==> config.mk <==
export PLATFORM = sky130hd
export DESIGN_NAME = game_ctrl
export DESIGN_NICKNAME = d
export VERILOG_FILES = /design/src/rtl/game_ctrl_pkg.sv /design/src/rtl/lane_hit_detect.sv /design/src/rtl/game_ctrl.sv
export SDC_FILE = /design/constraint.sdc
export NUM_CORES = 1
export LEC_CHECK = 0
export BUFFER_PORTS_ARGS = -buffer_cell sky130_fd_sc_hd__buf_2
export CAP_MARGIN = 40
export CORE_MARGIN = 1
export CORE_UTILIZATION = 35
export DETAILED_ROUTE_END_ITERATION = 12
export PLACE_DENSITY = 0.58
export SLEW_MARGIN = 0
export SYNTH_ARGS = -nofsm -noshare
export SYNTH_HDL_FRONTEND = slang
export SYNTH_HIERARCHICAL = 1
export SYNTH_SLANG_ARGS = --single-unit
==> constraint.sdc <==
create_clock -name i_Clk -period 3 [get_ports i_Clk]
set_clock_uncertainty 0.2 [all_clocks]
set_input_delay 0.6 -clock i_Clk [delete_from_list [all_inputs] [get_ports i_Clk]]
set_output_delay 0.6 -clock i_Clk [all_outputs]
set_load 0.03 [all_outputs]
==> src/rtl/game_ctrl_pkg.sv <==
// Shared definitions for the game controller: grid field widths, FSM state encodings
// and the saturating level step used on each goal.
package game_ctrl_pkg;

  localparam int X_W       = 5;
  localparam int Y_W       = 4;
  localparam int LVL_W     = 7;
  localparam int LIVES_W   = 3;
  localparam int SCORE_W   = 7;
  localparam int SCORE_MAX = 99;

  typedef enum logic [2:0] {
    ST_IDLE      = 3'd0,
    ST_PLAY      = 3'd1,
    ST_HIT       = 3'd2,
    ST_WIN       = 3'd3,
    ST_GAME_OVER = 3'd4
  } game_state_t;

  function automatic logic [LVL_W-1:0] level_inc(input logic [LVL_W-1:0] lvl,
                                                 input logic [LVL_W-1:0] max_lvl);
    return (lvl >= max_lvl) ? max_lvl : lvl + LVL_W'(1);
  endfunction

endpackage

==> src/rtl/lane_hit_detect.sv <==
// Registered collision/goal detector: compares the frog cell against the car in every lane
// row and flags arrival on the goal row, one cycle after the positions are presented.
module lane_hit_detect
  import game_ctrl_pkg::*;
#(
  parameter int NUM_LANES = 4
) (
  input  logic                     i_Clk,
  input  logic                     i_Rst,
  input  logic [X_W-1:0]           frog_x,
  input  logic [Y_W-1:0]           frog_y,
  input  logic [X_W*NUM_LANES-1:0] car_x,
  output logic                     hit_q,
  output logic                     goal_q
);

  localparam logic [Y_W-1:0] GOAL_ROW = Y_W'(NUM_LANES + 1);

  logic [NUM_LANES-1:0] lane_match;

  // Lane k lives on row k+1; row 0 is the start bank.
  generate
    for (genvar gi = 0; gi < NUM_LANES; gi++) begin : g_lane
      localparam logic [Y_W-1:0] LANE_ROW = Y_W'(gi + 1);
      assign lane_match[gi] = (frog_y == LANE_ROW) && (frog_x == car_x[X_W*gi +: X_W]);
    end
  endgenerate

  always_ff @(posedge i_Clk or posedge i_Rst) begin
    if (i_Rst) begin
      hit_q  <= 1'b0;
      goal_q <= 1'b0;
    end else begin
      hit_q  <= |lane_match;
      goal_q <= (frog_y == GOAL_ROW);
    end
  end

endmodule

==> src/rtl/game_ctrl.sv <==
// Game controller: tracks lives and level, drives the shared level bus and respawn/collision
// pulses. Optional saturating score output enabled by the GAME_CTRL_SCORE_EN macro.
module game_ctrl
  import game_ctrl_pkg::*;
#(
  parameter int          NUM_LANES   = 4,
  parameter int          LIVES       = 3,
  parameter int          MAX_LEVEL   = 16,
  parameter int unsigned HOLD_CYCLES = 12_500_000
) (
  input  logic                     i_Clk,
  input  logic                     i_Rst,
  input  logic                     i_start,
  input  logic [X_W-1:0]           i_frog_x,
  input  logic [Y_W-1:0]           i_frog_y,
  input  logic [X_W*NUM_LANES-1:0] i_car_x,
  output logic [LVL_W-1:0]         o_level,
  output logic [LIVES_W-1:0]       o_lives,
  output logic [2:0]               o_state,
  output logic                     o_collision,
  output logic                     o_frog_reset,
`ifdef GAME_CTRL_SCORE_EN
  output logic [SCORE_W-1:0]       o_score,
`endif
  output logic                     o_game_over
);

  // A zero hold is stretched to a single cycle so the respawn still happens after the hold.
  localparam int unsigned        HOLD_EFF   = (HOLD_CYCLES == 0) ? 1 : HOLD_CYCLES;
  localparam int                 CNT_W      = (HOLD_EFF > 1) ? $clog2(HOLD_EFF) : 1;
  localparam logic [CNT_W-1:0]   HOLD_LOAD  = CNT_W'(HOLD_EFF - 1);
  localparam logic [LVL_W-1:0]   LVL_MAX    = LVL_W'(MAX_LEVEL);
  localparam logic [LVL_W-1:0]   LVL_START  = LVL_W'(1);
  localparam logic [LIVES_W-1:0] LIVES_INIT = LIVES_W'(LIVES);

  game_state_t          state_reg, state_next;
  logic [LIVES_W-1:0]   lives_reg, lives_next;
  logic [LVL_W-1:0]     level_reg, level_next;
  logic [CNT_W-1:0]     cnt_reg, cnt_next;
  logic                 collision_reg, collision_next;
  logic                 frog_reset_reg, frog_reset_next;
  logic                 hit_q, goal_q;
`ifdef GAME_CTRL_SCORE_EN
  logic [SCORE_W-1:0]   score_reg, score_next;
`endif

  lane_hit_detect #(
    .NUM_LANES (NUM_LANES)
  ) u_lane_hit_detect (
    .i_Clk  (i_Clk),
    .i_Rst  (i_Rst),
    .frog_x (i_frog_x),
    .frog_y (i_frog_y),
    .car_x  (i_car_x),
    .hit_q  (hit_q),
    .goal_q (goal_q)
  );

  always_ff @(posedge i_Clk or posedge i_Rst) begin
    if (i_Rst) begin
      state_reg      <= ST_IDLE;
      lives_reg      <= LIVES_INIT;
      level_reg      <= LVL_START;
      cnt_reg        <= '0;
      collision_reg  <= 1'b0;
      frog_reset_reg <= 1'b0;
`ifdef GAME_CTRL_SCORE_EN
      score_reg      <= '0;
`endif
    end else begin
      state_reg      <= state_next;
      lives_reg      <= lives_next;
      level_reg      <= level_next;
      cnt_reg        <= cnt_next;
      collision_reg  <= collision_next;
      frog_reset_reg <= frog_reset_next;
`ifdef GAME_CTRL_SCORE_EN
      score_reg      <= score_next;
`endif
    end
  end

  always_comb begin
    state_next      = state_reg;
    lives_next      = lives_reg;
    level_next      = level_reg;
    cnt_next        = cnt_reg;
    collision_next  = 1'b0;
    frog_reset_next = 1'b0;
`ifdef GAME_CTRL_SCORE_EN
    score_next      = score_reg;
`endif
    case (state_reg)
      ST_IDLE: begin
        if (i_start) begin
          state_next      = ST_PLAY;
          frog_reset_next = 1'b1;
        end
      end
      ST_PLAY: begin
        if (hit_q) begin
          collision_next = 1'b1;
          // The last life routes straight to GAME_OVER; the counter never wraps below zero.
          if (lives_reg <= LIVES_W'(1)) begin
            lives_next = '0;
            state_next = ST_GAME_OVER;
          end else begin
            lives_next = lives_reg - LIVES_W'(1);
            state_next = ST_HIT;
            cnt_next   = HOLD_LOAD;
          end
        end else if (goal_q) begin
          level_next = level_inc(level_reg, LVL_MAX);
          state_next = ST_WIN;
          cnt_next   = HOLD_LOAD;
`ifdef GAME_CTRL_SCORE_EN
          score_next = (score_reg >= SCORE_W'(SCORE_MAX)) ? score_reg
                                                           : score_reg + SCORE_W'(1);
`endif
        end
      end
      ST_HIT, ST_WIN: begin
        if (cnt_reg == '0) begin
          state_next      = ST_PLAY;
          frog_reset_next = 1'b1;
        end else begin
          cnt_next = cnt_reg - CNT_W'(1);
        end
      end
      ST_GAME_OVER: begin
        if (i_start) begin
          state_next      = ST_PLAY;
          lives_next      = LIVES_INIT;
          level_next      = LVL_START;
          frog_reset_next = 1'b1;
`ifdef GAME_CTRL_SCORE_EN
          score_next      = '0;
`endif
        end
      end
      default: state_next = ST_IDLE;
    endcase
  end

  assign o_level      = level_reg;
  assign o_lives      = lives_reg;
  assign o_state      = state_reg;
  assign o_collision  = collision_reg;
  assign o_frog_reset = frog_reset_reg;
  assign o_game_over  = (state_reg == ST_GAME_OVER);
`ifdef GAME_CTRL_SCORE_EN
  assign o_score      = score_reg;
`endif

endmodule
==> key figures <==
STA
  • Rel. slew slack: 0.589
  • Number of pins with negative max-slew slack in the final report: 0
  • Final setup slack of the worst path: approximately 0.4 ns
  • Final hold violation count: 0
  • Minimum period implied by the final worst setup slack: between 2 and 3 ns
  • RSZ-0062 raised after global routing: no
  • Worst-margin pin slew: 0.617 ns
  • FMAX: about 380 MHz
  • Setup Total Neg Slack: 0 ns
  • Post-route fraction of the period consumed by the critical path: 0.867
  • Finish-stage setup viols: 0

Clock network
  • Maximum buffer depth of the clock tree: 2
  • Sink Count: 41
  • Clock buffers created by TritonCTS: 5
  • CTS tree: done
  • Clk slew on worst S/H paths: 0.08 ns
  • Count of cells resized by post-cts repair: 0
  • Cell at the root of the clock tree: sky130_fd_sc_hd__clkbuf_8
  • Insertion delay to the later sink of the worst-skew pair: 0.29 ns
  • Hold bufs inserted after CTS: 1
  • Post-CTS setup-driven buffer insertion count: 0
  • Maximum level of the CTS H-tree: 2

Global route
  • Global route overflow: 0
  • Combined global-route utilization of all metal layers: 0.151
  • Vias in the first global route: about 2000
  • Largest net degree at the start of global routing: 40
  • Initial antenna violation count: 0
  • Global-route wire length before repair: slightly below 9000 microns

Min path
  • Type of the tightest min-delay check: flop to flop

Place
  • Worst setup slack after placement: 0.426 ns
  • Post-DP HPWL: approximately 3800 microns
  • Quantity of I/O buffers inserted on ports: 47
  • Routability cong.: about 0.79

Detailed routing
  • Final routed wirelength across all metal layers: 5190 microns
  • DR DRC count: 0
  • Vias post-DR: between 2000 and 2500
  • Number of DRC markers in iteration 0: 84
  • Met3 wire length: between 150 and 200 microns
  • Final antenna-violating net count: 0
  • Highest routed layer: met4
  • Met1 wire length: between 2000 and 3000 microns
  • Via count normalized by instance count: ~5.3
  • Per-cell routed wire length: roughly 13 microns
  • First-pass iteration count of the detailed router: 4
  • Length of routed met2 wiring: between 2000 and 2500 microns

Synth
  • Number of flops mapped to enable cells by yosys: 0
  • Unique cell type count in the Yosys netlist: just under 50
  • Post-synthesis sequential element count: about 40
  • Number of warning messages in the yosys log: 6
  • Nets in the synthesized netlist: 287
  • Number of cells produced by synthesis: 250
  • Total standard cell area after synthesis: 2400 sq um
  • Mean Syn Cell Area: between 9 and 10 sq um
  • Share of synthesized area occupied by flip-flops and latches: 0.429
  • Most frequently used flop master after synthesis: sky130_fd_sc_hd__dfrtp_1
  • Async S/R FF share, synth: 1.00

Final layout
  • Final Net Count: ~350
  • Ant. Diodes: 0
  • Area delta synth->final: 19.0%
  • Fraction of layout instances using a drive strength above 1: 0.260
  • Count of fill cells added during filler insertion: 643
  • End-of-flow core utilization: 0.440
  • Largest register FFs: 24

Die
  • I/O pin count: 48
  • Die width: ~85 microns
  • Starting density of the core: 0.370
  • Area inside the core boundary: 6490 sq um
  • Site Rows: 29
  • Chip Height: 84.8 microns
  • Overall die area: roughly 7200 sq um

Critical path
  • Required time at the worst-slack endpoint: ~3.0 ns
  • Critical path class: flop to flop
  • Sort of element at the start of the critical path: flop
  • Top fanout value on the critical path: 8
  • Arrival time reported for the critical path endpoint: about 2.6 ns
  • Worst Setup End Kind: flop

Power
  • Power Density: slightly below 700 nW/um^2
  • VDD IR-drop max: about 360 uV
  • Total leakage power: 1.22 nW

Job
  • Max-cap violations: 0

Run status
  • Outcome: complete, no violations
-- report_power, final --
group	internal [mW]	switching, mW	total, mW
Combinational	0.300	0.399	0.700
Clock	0.183	0.180	0.362
Sequential	0.725	0.183	0.907
-- placed cells by master, fill, tap and decap left out, drive strengths merged, types with 4 or more instances in the layout --
cell	instances
buf	56
dfrtp	38
xor2	21
nand3	17
inv	16
nand2	15
or4	14
nor2	12
o31ai	12
o21ai	11
or3	11
nor4	10
a21oi	9
clkbuf	7
nor3	6
nor3b	5
ha	5
nand4	4
and2	4
-- critical path: stages, from the launching register on --
cell and delay, ns:
sky130_fd_sc_hd__dfrtp_1 0.42, sky130_fd_sc_hd__or4_4 0.57, sky130_fd_sc_hd__or3_4 0.35, sky130_fd_sc_hd__or3_1 0.46
sky130_fd_sc_hd__or4_1 0.42, sky130_fd_sc_hd__nand3_1 0.10
-- cells in the mapped netlist (4+ instances only) --
master                    number  share of area
sky130_fd_sc_hd__a21oi_1       9          0.019
sky130_fd_sc_hd__and2_1        4          0.010
sky130_fd_sc_hd__dfrtp_1      38           0.40
sky130_fd_sc_hd__ha_1          5          0.026
sky130_fd_sc_hd__inv_1        16          0.025
sky130_fd_sc_hd__nand2_1      15          0.023
sky130_fd_sc_hd__nand3_1      17          0.035
sky130_fd_sc_hd__nand4_1       4          0.010
sky130_fd_sc_hd__nor2_1       12          0.019
sky130_fd_sc_hd__nor3_1        6          0.013
sky130_fd_sc_hd__nor3b_1       5          0.016
sky130_fd_sc_hd__nor4_1        9          0.023
sky130_fd_sc_hd__o21ai_0      10          0.021
sky130_fd_sc_hd__o31ai_1      11          0.034
sky130_fd_sc_hd__or3_1         7          0.018
sky130_fd_sc_hd__or4_1        11          0.034
sky130_fd_sc_hd__xor2_1       21          0.077
-- per-stage QoR --
stage                     cells  power [mW]  area, sq um  hold slack (ns)
after CTS                   385        2.00         2860            0.313
after global routing        385        2.12         2860            0.344
final                       385        1.97         2860            0.311
after global placement      377        1.60         2760            0.261
after floorplan             250        1.40         2400            0.141
after detailed placement    377        1.62         2760            0.268
-- final cells by class --
class,instances,area [sq um],share of cell area
Timing Repair Buffer,57,313,0.109
Multi-Input combinational cell,187,1270,0.445
Inverter,16,60.1,0.0210
Clock buffer,7,86.3,0.0302
Tap cell,77,96.3,0.0337
Sequential cell,41,1030,0.360
-- routing by layer --
metal | track usage | up-vias
met2 | 0.248 | 49
met4 | 0.0478 | 0
met3 | 0.0331 | 8
li1 | - | 1044
met5 | 0 | -
met1 | 0.200 | 943
-- cell families after synthesis --
logic type,Yosys count,share of synthesized area
DFF,41,0.429
adders and majority gates,5,0.0260
xor gates and xnor gates,24,0.0875
muxes,3,0.0130
buffers and inverters,22,0.0417
and+or+nand+nor,106,0.257
AOI/OAI and AO/OA,49,0.146
-- path summary, 6_finish.rpt --
| path | cells past startpoint | startpoint | to | slack, ns |
|---|---|---|---|---|
| max | 5 | cnt_reg[10] | cnt_reg[23] | 0.40 |
| min | 1 | o_level[3] | o_level[3] | 0.31 |
| max reg2reg | 5 | cnt_reg[10] | cnt_reg[23] | 0.40 |
| min reg2reg | 1 | o_level[3] | o_level[3] | 0.31 |
| max in group asynchronous | 4 | i_Rst | o_lives[0] | 1.46 |
| min in group asynchronous | 3 | i_Rst | u_lane_hit_detect/goal_q | 0.51 |
Power figures use the tool's default switching activity.
